--- config.mk ---
export PLATFORM = sky130hd
export DESIGN_NAME = key_conditioner
export DESIGN_NICKNAME = d
export VERILOG_FILES = /design/src/rtl/key_pkg.sv /design/src/rtl/key_db_chan.sv /design/src/rtl/key_conditioner.sv
export SDC_FILE = /design/constraint.sdc
export NUM_CORES = 1
export LEC_CHECK = 0
export ABC_AREA = 1
export CAP_MARGIN = 20
export CORE_MARGIN = 2
export CORE_UTILIZATION = 58
export DETAILED_ROUTE_END_ITERATION = 12
export GPL_ROUTABILITY_DRIVEN = 0
export GPL_TIMING_DRIVEN = 0
export PLACE_DENSITY_LB_ADDON = 0.12
export SLEW_MARGIN = 40
export SYNTH_ARGS = -nofsm -noshare
export SYNTH_HDL_FRONTEND = slang
export SYNTH_SLANG_ARGS = --single-unit
--- constraint.sdc ---
create_clock -name clk -period 1.85 [get_ports clk]
set_input_delay 0.37 -clock clk [delete_from_list [all_inputs] [get_ports clk]]
set_output_delay 0.37 -clock clk [all_outputs]
set_load 0.02 [all_outputs]
--- src/rtl/key_pkg.sv ---
`default_nettype none
// ============================================================================
// Module   : key_pkg
// Brief    : Shared types and default timing constants for the key conditioner
// Revision : 1.0 - initial release
// ============================================================================
package key_pkg;

   // Per-channel debounce FSM state
   typedef enum logic [2:0] {
      IDLE     = 3'd0,
      DB_PRESS = 3'd1,
      HELD     = 3'd2,
      LONG     = 3'd3,
      DB_REL   = 3'd4
   } kstate_t;

   // 20 ms debounce and 1 s long-press at 50 MHz
   localparam int DB_CYCLES_DEF   = 1000000;
   localparam int HOLD_CYCLES_DEF = 50000000;

endpackage : key_pkg
`default_nettype wire

--- src/rtl/key_db_chan.sv ---
`default_nettype none
// ============================================================================
// Module   : key_db_chan
// Brief    : One button channel: 2-flop synchronizer, debounce FSM with
//            debounce/hold counters, registered level and event pulses
// Revision : 1.0 - initial release
// ============================================================================
module key_db_chan
   import key_pkg::*;
#(
   parameter int DB_CYCLES   = DB_CYCLES_DEF,
   parameter int HOLD_CYCLES = HOLD_CYCLES_DEF,
   parameter int CNT_W       = $clog2(HOLD_CYCLES + 1)
) (
   input  logic clk,
   input  logic CLRN,
   input  logic key_n,          // raw button, 0 = pressed
   output logic level,
   output logic press,
   output logic release_pulse,  // 'release' is a reserved word
   output logic long_press
);

   localparam int                c_DB_W      = $clog2(DB_CYCLES + 1);
   localparam logic [c_DB_W-1:0] c_DB_LAST   = c_DB_W'(DB_CYCLES - 1);
   localparam logic [CNT_W-1:0]  c_HOLD_LAST = CNT_W'(HOLD_CYCLES - 1);

   logic [1:0]        r_sync;
   logic              w_sp;
   kstate_t           r_state,     w_state_nxt;
   logic [c_DB_W-1:0] r_db_cnt,    w_db_cnt_nxt;
   logic [CNT_W-1:0]  r_hold_cnt,  w_hold_cnt_nxt;
   logic              r_from_long, w_from_long_nxt;
   logic              r_lvl,       w_lvl_nxt;
   logic              r_press_evt, w_press_evt;
   logic              r_rel_evt,   w_rel_evt;
   logic              r_long_evt,  w_long_evt;

   // Two-flop synchronizer; resets to the released level
   always_ff @(posedge clk or negedge CLRN) begin
      if (!CLRN) r_sync <= 2'b11;
      else       r_sync <= {r_sync[0], key_n};
   end

   assign w_sp = ~r_sync[1];

   // FSM state, counters and event flags
   always_ff @(posedge clk or negedge CLRN) begin
      if (!CLRN) begin
         r_state     <= IDLE;
         r_db_cnt    <= '0;
         r_hold_cnt  <= '0;
         r_from_long <= 1'b0;
         r_lvl       <= 1'b0;
         r_press_evt <= 1'b0;
         r_rel_evt   <= 1'b0;
         r_long_evt  <= 1'b0;
      end else begin
         r_state     <= w_state_nxt;
         r_db_cnt    <= w_db_cnt_nxt;
         r_hold_cnt  <= w_hold_cnt_nxt;
         r_from_long <= w_from_long_nxt;
         r_lvl       <= w_lvl_nxt;
         r_press_evt <= w_press_evt;
         r_rel_evt   <= w_rel_evt;
         r_long_evt  <= w_long_evt;
      end
   end

   // Next-state, counter and event decode
   always_comb begin
      w_state_nxt     = r_state;
      w_db_cnt_nxt    = r_db_cnt;
      w_hold_cnt_nxt  = r_hold_cnt;
      w_from_long_nxt = r_from_long;
      w_lvl_nxt       = r_lvl;
      w_press_evt     = 1'b0;
      w_rel_evt       = 1'b0;
      w_long_evt      = 1'b0;
      case (r_state)
         IDLE: begin
            if (w_sp) begin
               w_state_nxt  = DB_PRESS;
               w_db_cnt_nxt = '0;
            end
         end
         DB_PRESS: begin
            if (!w_sp) begin
               w_state_nxt = IDLE;
            end else if (r_db_cnt == c_DB_LAST) begin
               w_state_nxt    = HELD;
               w_lvl_nxt      = 1'b1;
               w_press_evt    = 1'b1;
               w_hold_cnt_nxt = '0;
            end else begin
               w_db_cnt_nxt = r_db_cnt + c_DB_W'(1);
            end
         end
         HELD: begin
            if (!w_sp) begin
               w_state_nxt     = DB_REL;
               w_db_cnt_nxt    = '0;
               w_from_long_nxt = 1'b0;
            end else if (r_hold_cnt == c_HOLD_LAST) begin
               w_state_nxt = LONG;
               w_long_evt  = 1'b1;
            end else begin
               w_hold_cnt_nxt = r_hold_cnt + CNT_W'(1);
            end
         end
         LONG: begin
            if (!w_sp) begin
               w_state_nxt     = DB_REL;
               w_db_cnt_nxt    = '0;
               w_from_long_nxt = 1'b1;
            end
         end
         DB_REL: begin
            // Bounce back to the hold state without any pulse; level stays 1
            if (w_sp) begin
               w_state_nxt = r_from_long ? LONG : HELD;
            end else if (r_db_cnt == c_DB_LAST) begin
               w_state_nxt = IDLE;
               w_lvl_nxt   = 1'b0;
               w_rel_evt   = 1'b1;
            end else begin
               w_db_cnt_nxt = r_db_cnt + c_DB_W'(1);
            end
         end
         default: w_state_nxt = IDLE;
      endcase
   end

   // Output register stage: outputs appear DB_CYCLES+3 edges after the first low sample
   always_ff @(posedge clk or negedge CLRN) begin
      if (!CLRN) begin
         level         <= 1'b0;
         press         <= 1'b0;
         release_pulse <= 1'b0;
         long_press    <= 1'b0;
      end else begin
         level         <= r_lvl;
         press         <= r_press_evt;
         release_pulse <= r_rel_evt;
         long_press    <= r_long_evt;
      end
   end

endmodule : key_db_chan
`default_nettype wire

--- src/rtl/key_conditioner.sv ---
`default_nettype none
// ============================================================================
// Module   : key_conditioner
// Brief    : Synchronizes and debounces N_KEYS active-low push buttons and
//            produces level, press, release and long-press indications
// Revision : 1.0 - initial release
// ============================================================================
module key_conditioner
   import key_pkg::*;
#(
   parameter int N_KEYS      = 4,
   parameter int DB_CYCLES   = DB_CYCLES_DEF,
   parameter int HOLD_CYCLES = HOLD_CYCLES_DEF,
   parameter int CNT_W       = $clog2(HOLD_CYCLES + 1)
) (
   input  logic              clk,
   input  logic              CLRN,
   input  logic [N_KEYS-1:0] KEY,
   output logic [N_KEYS-1:0] level,
   output logic [N_KEYS-1:0] press,
   output logic [N_KEYS-1:0] release_pulse,
   output logic [N_KEYS-1:0] long_press
);

   // One fully independent conditioning channel per button
   generate
      for (genvar i = 0; i < N_KEYS; i++) begin : g_chan
         key_db_chan #(
            .DB_CYCLES   (DB_CYCLES),
            .HOLD_CYCLES (HOLD_CYCLES),
            .CNT_W       (CNT_W)
         ) u_chan (
            .clk           (clk),
            .CLRN          (CLRN),
            .key_n         (KEY[i]),
            .level         (level[i]),
            .press         (press[i]),
            .release_pulse (release_pulse[i]),
            .long_press    (long_press[i])
         );
      end
   endgenerate

endmodule : key_conditioner
`default_nettype wire

# Yosys cells after proc, flatten, opt, wreduce, memory -nomap -nowiden
# Cells that the tools add are included.
# classes
reduce_logical,44
muxes,148
eq_ne,76
n_addsub,8
# op_table
op,n
$mux W26,16
$mux W20,20
$pmux W20 S4,4
$pmux W26 S2,4
$add A26 B1 Y26 const B,4
$eq A26 B26 Y1 const B,4
$mux W3,32
$add A20 B1 Y20 const B,4
$eq A20 B20 Y1 const B,4
$reduce_and A5 Y1,16
$mux W1,60
$pmux W3 S5,4
$ne A2 B1 Y1 const B,24
$ne A2 B2 Y1 const B,16
$eq A3 B2 Y1 const B,8
$ne A3 B1 Y1 const B,8
$reduce_bool A2 Y1,12
$pmux W1 S2,8
$reduce_bool A4 Y1,4
$eq A3 B1 Y1 const B,4
$eq A3 B3 Y1 const B,4
$logic_not A3 Y1,4
$ne A3 B3 Y1 const B,4
$reduce_and A3 Y1,4
$reduce_or A2 Y1,4
# totals
in_bits,6
regBits,240
word_cells,328

# Longest topological paths before layout
# Gate-level depths: netlist (run 1).
# logic_depth
word_depth,4
depth_mapped,12
ltp_nobuf,11

# By module
# From an unflattened synthesis (run 1), not the netlist that was laid out.
# unflattened
hier_cells,2225
area_unflattened_um2,15135.8
# modules_own_cells
module,n_inst,area_per_inst_um2,cells_each
key_db_chan at g_chan[1].u_chan ...,2,3709.8,543
key_db_chan at g_chan[0].u_chan,1,3891.2,598
key_db_chan at g_chan[3].u_chan,1,3824.9,541

# Worst setup path before layout (run 1)
# Ideal clock, no wire load.
# synth_timing
path_type,register to register
startpoint,reg g_chan[1].u_chan.r_db_cnt[0]
endpoint,reg g_chan[1].u_chan.r_hold_cnt[24]
synth_period_minus_slack_ps,1719
required_time_ps,1785
stages_incl_launch_ff,13
t_arrival_ps,1654
path_slack_ps,131
cell_sequence,dfrtp_1 > ha_1 > nand2_1 > inv_1 > nand2_1 > nor2_1 > nand3_1 > nand2_1 > nand2_1 > nor2_2 > buf_4 > nand2_1 > nand2_1
# synth_between
elab_chain_len,3
# synth_rtl
element,line_no,text
from (decl),key_db_chan.sv:31,"logic [c_DB_W-1:0] r_db_cnt, w_db_cnt_nxt;"
from (signal assigned),key_db_chan.sv:60,r_db_cnt <= w_db_cnt_nxt;
$eq A20 B20 Y1,key_db_chan.sv:90,end else if (r_db_cnt == c_DB_LAST) begin
$ne A2 B1 Y1 (no line),n/a,
$reduce_and A5 Y1 (no line),n/a,
to (signal assigned),key_db_chan.sv:61,r_hold_cnt <= w_hold_cnt_nxt;
to (decl),key_db_chan.sv:32,"logic [CNT_W-1:0] r_hold_cnt, w_hold_cnt_nxt;"
# Every way passes these cells.
# A chain may end at the register's enable or synchronous reset.

# Worst setup path after layout (run 1)
# layout_timing
startpoint,reg g_chan[1].u_chan.r_db_cnt[1]
endpoint,reg g_chan[1].u_chan.r_hold_cnt[13]
# The elaborated chain is that of the path after synthesis.

==> results of run 1 <==
-- synth_stat cells, drive strengths merged, types with 11 or more instances --
library cell	n
buf	46
clkbuf	11
dfrtp	232
inv	161
nand2	1020
nand3	186
nand4	31
nor2	481
nor3	22
o21ai	72
xnor2	19
xor2	68
-- flip-flops by register name, summed over array words and instances, names as in the netlist --
register,cells
g_chan.u_chan.r_hold_cnt,104
g_chan.u_chan.r_db_cnt,80
g_chan.u_chan.r_state,12
g_chan.u_chan.r_sync,8
g_chan.u_chan.level,4
g_chan.u_chan.long_press,4
g_chan.u_chan.press,4
g_chan.u_chan.r_from_long,4
g_chan.u_chan.r_long_evt,4
g_chan.u_chan.r_lvl,4
g_chan.u_chan.r_press_evt,4
g_chan.u_chan.r_rel_evt,4
g_chan.u_chan.release_pulse,4
-- kinds of logic (layout without fill, tap and decap cells) --
kind of cell               after synthesis  in the layout
xor gates and xnor gates                87             87
and+or+nand+nor                       1755           1756
buffers and inverters                  220            335
AOI/OAI and AO/OA                       89             89
DFF                                    240            240
adders and majority gates                8              8
-- repair_timing --
action	in CTS	in global routing
pin swaps	6	17
endpoints found under the hold margin	39	0
hold buffers	1	0
cloned	0	4
endpoints found under the setup margin	198	185
gates resized for setup	60	103
setup buffers	12	24
-- per-stage QoR --
step                worst slack [ns]  setup TNS [ns]  instances  power [mW]  utilization [%]
finish                        0.0417               0       2850        17.3             68.7
global route                 -0.0804           -1.88       2850        18.3             68.7
detailed placement            -0.298          -29.62       2758        10.4             61.9
global placement               -9.78        -2342.65       2755        10.3             61.5
CTS                         0.000773               0       2823        16.7             66.8
floorplan                      0.131               0       2399        9.09                -
-- worst max-delay path by stage --
stage | startpoint | to | slack [ns] | depth (start not counted)
after floorplan | g_chan[1].u_chan.r_db_cnt[0] | g_chan[1].u_chan.r_hold_cnt[24] | 0.13 | 12
after global placement | CLRN | g_chan[1].u_chan.r_hold_cnt[0] | -9.78 | 1
after detailed placement | g_chan[2].u_chan.r_db_cnt[0] | g_chan[2].u_chan.r_hold_cnt[3] | -0.30 | 10
after CTS | g_chan[3].u_chan.r_db_cnt[1] | g_chan[3].u_chan.r_hold_cnt[7] | 0.0008 | 10
after global routing | g_chan[1].u_chan.r_db_cnt[1] | g_chan[1].u_chan.r_hold_cnt[2] | -0.08 | 12
final | g_chan[1].u_chan.r_db_cnt[1] | g_chan[1].u_chan.r_hold_cnt[13] | 0.04 | 12
-- layout make-up --
cell class	count	area, um2
repair inverters	1	5.00
well taps	335	419
inverters	163	616
clock buffers	34	774
fillers	2288	8160
clock inverters	19	221
plain buffers	55	405
repair buffers	63	593
flip-flops and latches	240	6040
multi-input cells	1940	8820
-- cell usage in the layout (no fill, tap or decap), types with 11 or more instances in the layout --
cell type,count
nor2_1,449
nand3_2,13
clkbuf_16,29
nor2_2,14
nor3_1,19
inv_1,150
buf_4,62
buf_6,12
xor2_1,68
nand2_2,18
nor2_4,18
xnor2_1,19
dlygate4sd2_1,16
inv_2,11
nand2_1,999
dfrtp_1,213
dfrtp_2,19
nand4_1,31
nand3_1,168
o21ai_0,70
-- worst max-delay path: cells and delay by family, from the launching register on --
family,cells,cell delay [ns]
DFF,1,0.39
buffers and inverters,2,0.26
adders and majority gates,1,0.19
and+or+nand+nor,9,0.92
-- layer usage --
metal | share of wire, % | wire length, um
met1 | 47 | 17500
met5 | 0 | 0
met2 | 46 | 17100
met4 | 2.9 | 1080
met3 | 4.8 | 1790
-- power breakdown --
part	switching [mW]	internal [mW]	total, mW
clock	2.32	3.56	5.87
sequential	0.473	5.60	6.07
combinational	3.58	1.80	5.38
==> results.yml, run 1 <==
status:
  status: "complete, no violations"
synthesis:
  seq_area_frac_synth_pct: 39.0
  synth_edf_count: 0
  yosysTopAreaCellShare_pct: 37.7
  synthAdderAreaFrac_pct: 0.650
  synth.cell_area_mm2: 0.0154
  synth_mux_area_share_pct: 0
  synth_area_leader_cell: "dfrtp_1"
  yosys_warnings: 0
  async_flop_share_pct: 100
  synth_nets: 2413
  synth_compound_area_share_pct: 3.11
  synth-seq-cells: 240
  post_synth_xor_area_fraction_pct: 4.95
  syn_inst: 2399
  syn_avg_cell_area_um2: 6.42
  ys.flop_type: "dfrtp_1"
  synth_cell_types: 34
  synth_top_family_by_area: "simple AND/OR/NAND/NOR gates"
  synth-simple-area-share_pct: 46.0
  synth_area_leaders: "dfrtp_1 38%, nand2_1 25%, nor2_1 11%"
floorplanning:
  initial_core_util_pct: 59.1
  die_y_um: 167
  rows: 59
  dieArea_mm2: 0.0279
  io_pins: 22
  dieWidth_um: 167
  core-area_mm2: 0.0261
routing:
  routed_wl_um: 37400
  via_per_inst: 5.24
  dr.pass1.iters: 6
  post_drt_wl_per_cell_um: 13.1
  drc: 0
  vias: 14900
  drt_iter0_markers: 1142
  ant_nets: 0
setup_path:
  r2r_cells: 12
  critPathKind: "register to register"
  cp-start-kind: "register"
  end_kind: "register"
  cp.arrival_ns: 2.31
  cp_slowest_cell: "dfrtp_1"
  slowest_delay_ns: 0.39
  reg2reg_slack_ns: 0.04
  crit_chain: "ha_4 -> nand2_2 -> inv_2 -> nand2_2 -> nor2_4 -> nand3_2 -> nand2_2 -> nand2_2 -> nor2_4 -> buf_4 -> nand2_1 -> nand2_1"
  worst-path-max-fanout: 6
  reg2reg_from: "g_chan[1].u_chan.r_db_cnt[1]"
  timing.rr.end: "g_chan[1].u_chan.r_hold_cnt[13]"
  cpMostUsedCell: "nand2_2"
  cp.required_ns: 2.35
sta:
  timing.final.crit_share_pct: 97.7
  hold_slack_ns: 0.217
  skew_ns: 0.0241
  worstMarginPinSlew_ns: 0.514
  rsz0062_at_grt: "yes"
  fin_crit_ns: 1.81
  hold_violations: 0
  slew_headroom_pct: 65.7
  slew_viol_final: 0
  setup_viol: 0
  clock.fmax_mhz: 553
finish:
  stdcell_area_mm2: 0.0179
  final_nets: 2507
  antenna_cells: 0
  area_growth_pct: 16.2
  drive_gt1_share_pct: 10.8
placed_design:
  dpl.hpwl_um: 26100
  io_buffers: 21
  dpl_cell_area_mm2: 0.0161
global_routing:
  grt_max_degree: 72
  antenna_found_initial: 0
  grt-busiest-layer: "met2"
  grtUsageTotal_pct: 26.7
  first_global_vias: 14000
  met1_usage_pct: 37.8
  use_met2_pct: 43.4
  overflow: 0
  met3_usage_pct: 2.90
  grt_pass1_wl_um: 64000
job:
  max_cap_violations: 0
clocking:
  cts_tree: "yes"
  worstSkewPairLatency_ns: 0.56
  root_buffer: "clkbuf_16"
  clock_sinks: 240
  ctsHtreeMaxLevel: 1
  clk_pin_slew_ns: 0.06
  numCtsBuffers: 29
  clock_path_buffers: 3
pwr:
  power.leakage_nw: 8.01
  ir_worst_vdd_mv: 0.917
  cellPowerDensity_mw_per_mm2: 968
hold_path:
  holdCritStartpoint: "KEY[1]"
  whs_path_depth: 1
  hold-path-endpoint: "g_chan[1].u_chan.r_sync[0]"
  hold_class: "input port to register"
No activity file was read; power rests on OpenSTA's default activity.
==> run 2: changes to the inputs <==
GPL_TIMING_DRIVEN = unset   (was 0)
==> results.yml, run 2 (synthesis gave the netlist of run 1 again) <==
finish:
  antenna_cells: 0
  largest_register_ffs: 104
  final_nets: 2548
  final_cell_mix: "1004 x nand2_1, 456 x nor2_1, 227 x dfrtp_1"
  top_register: "g_chan.u_chan.r_hold_cnt"
  top_regs: "g_chan.u_chan.r_hold_cnt: 104 flops, g_chan.u_chan.r_db_cnt: 80 flops, g_chan.u_chan.r_state: 12 flops"
  stdcell_count: 2891
  drive_gt1_share_pct: 10.9
  area_growth_pct: 18.7
  layout_commonest_cell: "nand2_1"
clocking:
  numCtsBuffers: 28
  clock_path_buffers: 3
  clk_pin_slew_ns: 0.06
  root_buffer: "clkbuf_16"
  ctsHtreeMaxLevel: 1
  cts_tree: "yes"
  clock_sinks: 240
  worstSkewPairLatency_ns: 0.55
placed_design:
  placed_cells: 2815
  io_buffers: 21
  dpl.hpwl_um: 26400
setup_path:
  worst-path-max-fanout: 6
  critPathKind: "register to register"
  cp-start-kind: "register"
  cp.required_ns: 2.33
  cp.arrival_ns: 2.33
  end_kind: "register"
routing:
  dr.pass1.iters: 7
  ant_nets: 0
  drc: 0
  vias: 15300
  routed_wl_um: 38600
  drt_iter0_markers: 1278
  via_per_inst: 5.30
  post_drt_wl_per_cell_um: 13.4
floorplanning:
  initial_core_util_pct: 59.1
  io_pins: 22
  dieArea_mm2: 0.0279
  die_y_um: 167
  rows: 59
  dieWidth_um: 167
  core-area_mm2: 0.0261
sta:
  slew_viol_final: 0
  fin_crit_ns: 1.84
  worstMarginPinSlew_ns: 0.529
  skew_ns: 0.0138
  clock.fmax_mhz: 543
  timing.final.crit_share_pct: 99.6
  setup_viol: 0
  rsz0062_at_grt: "yes"
  hold_violations: 0
  slew_headroom_pct: 64.7
status:
  status: "complete, no violations"
pwr:
  cellPowerDensity_mw_per_mm2: 971
  power.leakage_nw: 8.43
  fin_total_pwr_mw: 17.8
  ir_worst_vdd_mv: 1.25
job:
  max_cap_violations: 0
global_routing:
  overflow: 0
  antenna_found_initial: 0
  first_global_vias: 14300
  grtUsageTotal_pct: 26.8
  grt_max_degree: 49
  grt_pass1_wl_um: 64600
hold_path:
  hold_class: "input port to register"
## run 2: changes by cell type in the layout (fill, tap and decap cells not counted), sizes merged, moves of 3 or more
| cell | previous run | this run |
|---|---|---|
| buf | 84 | 134 |
| clkbuf | 47 | 43 |
| clkinvlp | 8 | 1 |
| dlygate4sd2 | 16 | 11 |
| dlymetal6s2s | 0 | 4 |
| nor2 | 481 | 484 |
## run 2: cell type report
type,count,area [um2]
Clock buffer,39,833
Fill cell,2235,7770
Multi-Input combinational cell,1942,8660
Clock inverter,13,204
Sequential cell,240,6020
Timing Repair Buffer,159,1540
Tap cell,335,419
Inverter,163,612
## run 2: worst paths after layout
check	startpoint	end	slack, ns	depth (start not counted)
setup / recovery	g_chan[1].u_chan.r_db_cnt[0]	g_chan[1].u_chan.r_hold_cnt[19]	0.007	12
setup reg to reg	g_chan[1].u_chan.r_db_cnt[0]	g_chan[1].u_chan.r_hold_cnt[19]	0.007	12
hold / removal	KEY[0]	g_chan[0].u_chan.r_sync[0]	0.23	1
hold reg to reg	g_chan[0].u_chan.r_rel_evt	g_chan[0].u_chan.release_pulse	0.35	0
max in group asynchronous	CLRN	g_chan[3].u_chan.r_sync[0]	0.87	3
min in group asynchronous	CLRN	g_chan[0].u_chan.r_hold_cnt[22]	0.34	2
## run 2: repair_timing
item / in CTS / in global routing
hold buffers: 1 / 0
cloned: 0 / 8
pin swaps: 1 / 10
endpoints found under the setup margin: 20 / 178
endpoints found under the hold margin: 41 / 0
buffers inserted: 2 / 13
resized for setup: 12 / 67
## run 2: per-stage QoR
stage          instance area (um2)  TNS (ns)  utilization, %  setup WS [ns]  hold WS [ns]
2_1_floorplan                15400         0               -          0.131        0.0744
4_1_cts                      17800   -0.0149            68.2        -0.0149         0.212
5_1_grt                      18300     -2.06            70.2        -0.0883         0.227
6_report                     18300         0            70.2        0.00696         0.232
3_5_place_dp                 16700   -0.0419            64.2        -0.0172         0.317
3_3_place_gp                 16700     -3.69            64.1         -0.176         0.314
## run 2: per-layer routing
| metal | routed length (um) | global-route usage (%) | vias up |
|---|---|---|---|
| met5 | 0 | 0 | - |
| met4 | 996 | 7.98 | 0 |
| met3 | 1790 | 2.88 | 91 |
| met2 | 18500 | 45.6 | 431 |
| met1 | 17400 | 36.3 | 7066 |
| li1 | - | - | 7722 |
## run 2: critical path, cell delays in order, from the launching register on
cell	delay [ns]
dfrtp_1	0.40
ha_4	0.16
nand2_2	0.05
inv_2	0.05
nand2_1	0.06
nor2_2	0.17
nand3_2	0.14
nand2_2	0.10
nand2_2	0.07
nor2_4	0.26
clkbuf_16	0.21
nand2_1	0.05
nand2_1	0.06
## run 2: report_power, final
group	internal [mW]	switching [mW]
clock network	3.84	2.24
registers	5.57	0.337
logic	2.09	3.68
total	11.5	6.26
==> run 3: changes to the inputs <==
GPL_ROUTABILITY_DRIVEN = unset   (was 0)
==> results.yml, run 3 (synthesis gave the netlist of run 1 again) <==
status:
  status: "complete, no violations"
finish:
  largest_register_ffs: 104
  drive_gt1_share_pct: 10.3
  area_growth_pct: 17.3
  stdcell_area_mm2: 0.0181
  layout_commonest_cell: "nand2_1"
  antenna_cells: 0
  fin_util_pct: 69.3
  top_regs: "g_chan.u_chan.r_hold_cnt: 104 flops, g_chan.u_chan.r_db_cnt: 80 flops, g_chan.u_chan.r_state: 12 flops"
  final_cell_mix: "1005 x nand2_1, 457 x nor2_1, 229 x dfrtp_1"
  final_nets: 2540
  top_register: "g_chan.u_chan.r_hold_cnt"
setup_path:
  r2r_cells: 10
  worst-path-max-fanout: 11
  reg2reg_from: "g_chan[0].u_chan.r_db_cnt[0]"
  cp.required_ns: 2.33
  timing.rr.end: "g_chan[0].u_chan.r_hold_cnt[22]"
  reg2reg_slack_ns: 0.08
  cp.arrival_ns: 2.25
  end_kind: "register"
  cp-start-kind: "register"
  critPathKind: "register to register"
routing:
  vias: 15200
  post_drt_wl_per_cell_um: 13.4
  drc: 0
  ant_nets: 0
  via_per_inst: 5.27
  drt_iter0_markers: 1243
  dr.pass1.iters: 6
  routed_wl_um: 38700
floorplanning:
  io_pins: 22
  core-area_mm2: 0.0261
  rows: 59
  initial_core_util_pct: 59.1
  dieWidth_um: 167
  die_y_um: 167
  dieArea_mm2: 0.0279
pwr:
  cellPowerDensity_mw_per_mm2: 959
  fin_total_pwr_mw: 17.3
  ir_worst_vdd_mv: 1.02
  power.leakage_nw: 8.33
placed_design:
  dpl.hpwl_um: 27300
  gp_congestion: 0.939
  io_buffers: 21
  dpl_cell_area_mm2: 0.0167
hold_path:
  hold_class: "input port to register"
  hold-path-endpoint: "g_chan[0].u_chan.r_sync[0]"
  whs_path_depth: 1
  holdCritStartpoint: "KEY[0]"
clocking:
  clock_sinks: 240
  numCtsBuffers: 29
  cts_tree: "yes"
  worstSkewPairLatency_ns: 0.55
  clock_path_buffers: 3
  clk_pin_slew_ns: 0.06
  ctsHtreeMaxLevel: 1
  root_buffer: "clkbuf_16"
global_routing:
  antenna_found_initial: 0
  grtUsageTotal_pct: 27.8
  overflow: 0
  grt_max_degree: 47
  grt_pass1_wl_um: 66400
  first_global_vias: 14500
sta:
  hold_violations: 0
  hold_slack_ns: 0.224
  fin_crit_ns: 1.77
  clock.fmax_mhz: 565
  rsz0062_at_grt: "yes"
  setup_viol: 0
  slew_headroom_pct: 66.4
  skew_ns: 0.0165
  timing.final.crit_share_pct: 95.6
  worstMarginPinSlew_ns: 0.504
  slew_viol_final: 0
job:
  max_cap_violations: 0
## run 3: cell types whose count changed in the layout (fill, tap and decap cells not counted), sizes merged
cell           previous run  this run
clkinvlp                  1         0
buf                     134       128
clkinv                    8         7
dlygate4sd2              11        12
clkbuf                   43        41
clkdlybuf4s50             5         4
## run 3: metal layers
layer  track usage, %  wire length, um  up-vias
met5                0                0        -
met4             7.68             1080        0
met3             3.11             1810       91
met2             47.1            18400      373
met1             38.0            17400     7024
li1                 -                -     7695
## run 3: metrics by stage
step	setup slack [ns]	std cells	TNS, ns
global placement	-0.206	2815	-4.32
detailed placement	0.0219	2815	0
floorplan	0.131	2399	0
global route	-0.0395	2881	-0.262
finish	0.0813	2881	0
CTS	-0.00488	2868	-0.00488
## run 3: final cells by class
type | count | area [um2]
clock inverter | 11 | 186
sequential | 240 | 6020
inverter | 163 | 612
fill | 2265 | 7990
timing repair buffer | 150 | 1380
tap | 335 | 419
multi-input combinational | 1942 | 8630
clock buffer | 40 | 817
## run 3: worst max path at each step
stage               slack [ns]                            from  cells after the start                         endpoint
CTS                     -0.005    g_chan[0].u_chan.r_db_cnt[0]                      9   g_chan[0].u_chan.r_hold_cnt[8]
floorplan                 0.13    g_chan[1].u_chan.r_db_cnt[0]                     12  g_chan[1].u_chan.r_hold_cnt[24]
global route             -0.04  g_chan[0].u_chan.r_hold_cnt[0]                     11  g_chan[0].u_chan.r_hold_cnt[22]
detailed placement        0.02  g_chan[3].u_chan.r_hold_cnt[1]                     10   g_chan[3].u_chan.r_hold_cnt[6]
finish                    0.08    g_chan[0].u_chan.r_db_cnt[0]                     10  g_chan[0].u_chan.r_hold_cnt[22]
global placement         -0.21    g_chan[0].u_chan.r_db_cnt[0]                      9  g_chan[0].u_chan.r_hold_cnt[11]
## run 3: report_power, final
group | switching, mW | internal [mW]
sequential | 0.340 | 5.57
combinational | 3.61 | 1.83
clock | 2.22 | 3.76
total | 6.17 | 11.2
## run 3: repair_timing
action	4_1_cts	5_1_grt
buffers inserted	1	9
hold buffers	1	0
gates cloned	0	4
gates resized for setup	14	61
pin swaps	1	9
hold endpoints to repair	32	0
setup endpoints to repair	15	182
## run 3: critical path, stage by stage, from the launching register on
cell and delay [ns]:
dfrtp_1 0.35, ha_1 0.17, nand3_1 0.10, nor2_1 0.20
nand3_2 0.13, nand2_1 0.10, nand2_1 0.18, nor2_4 0.18
buf_12 0.15, nand2_2 0.07, nand2_1 0.07
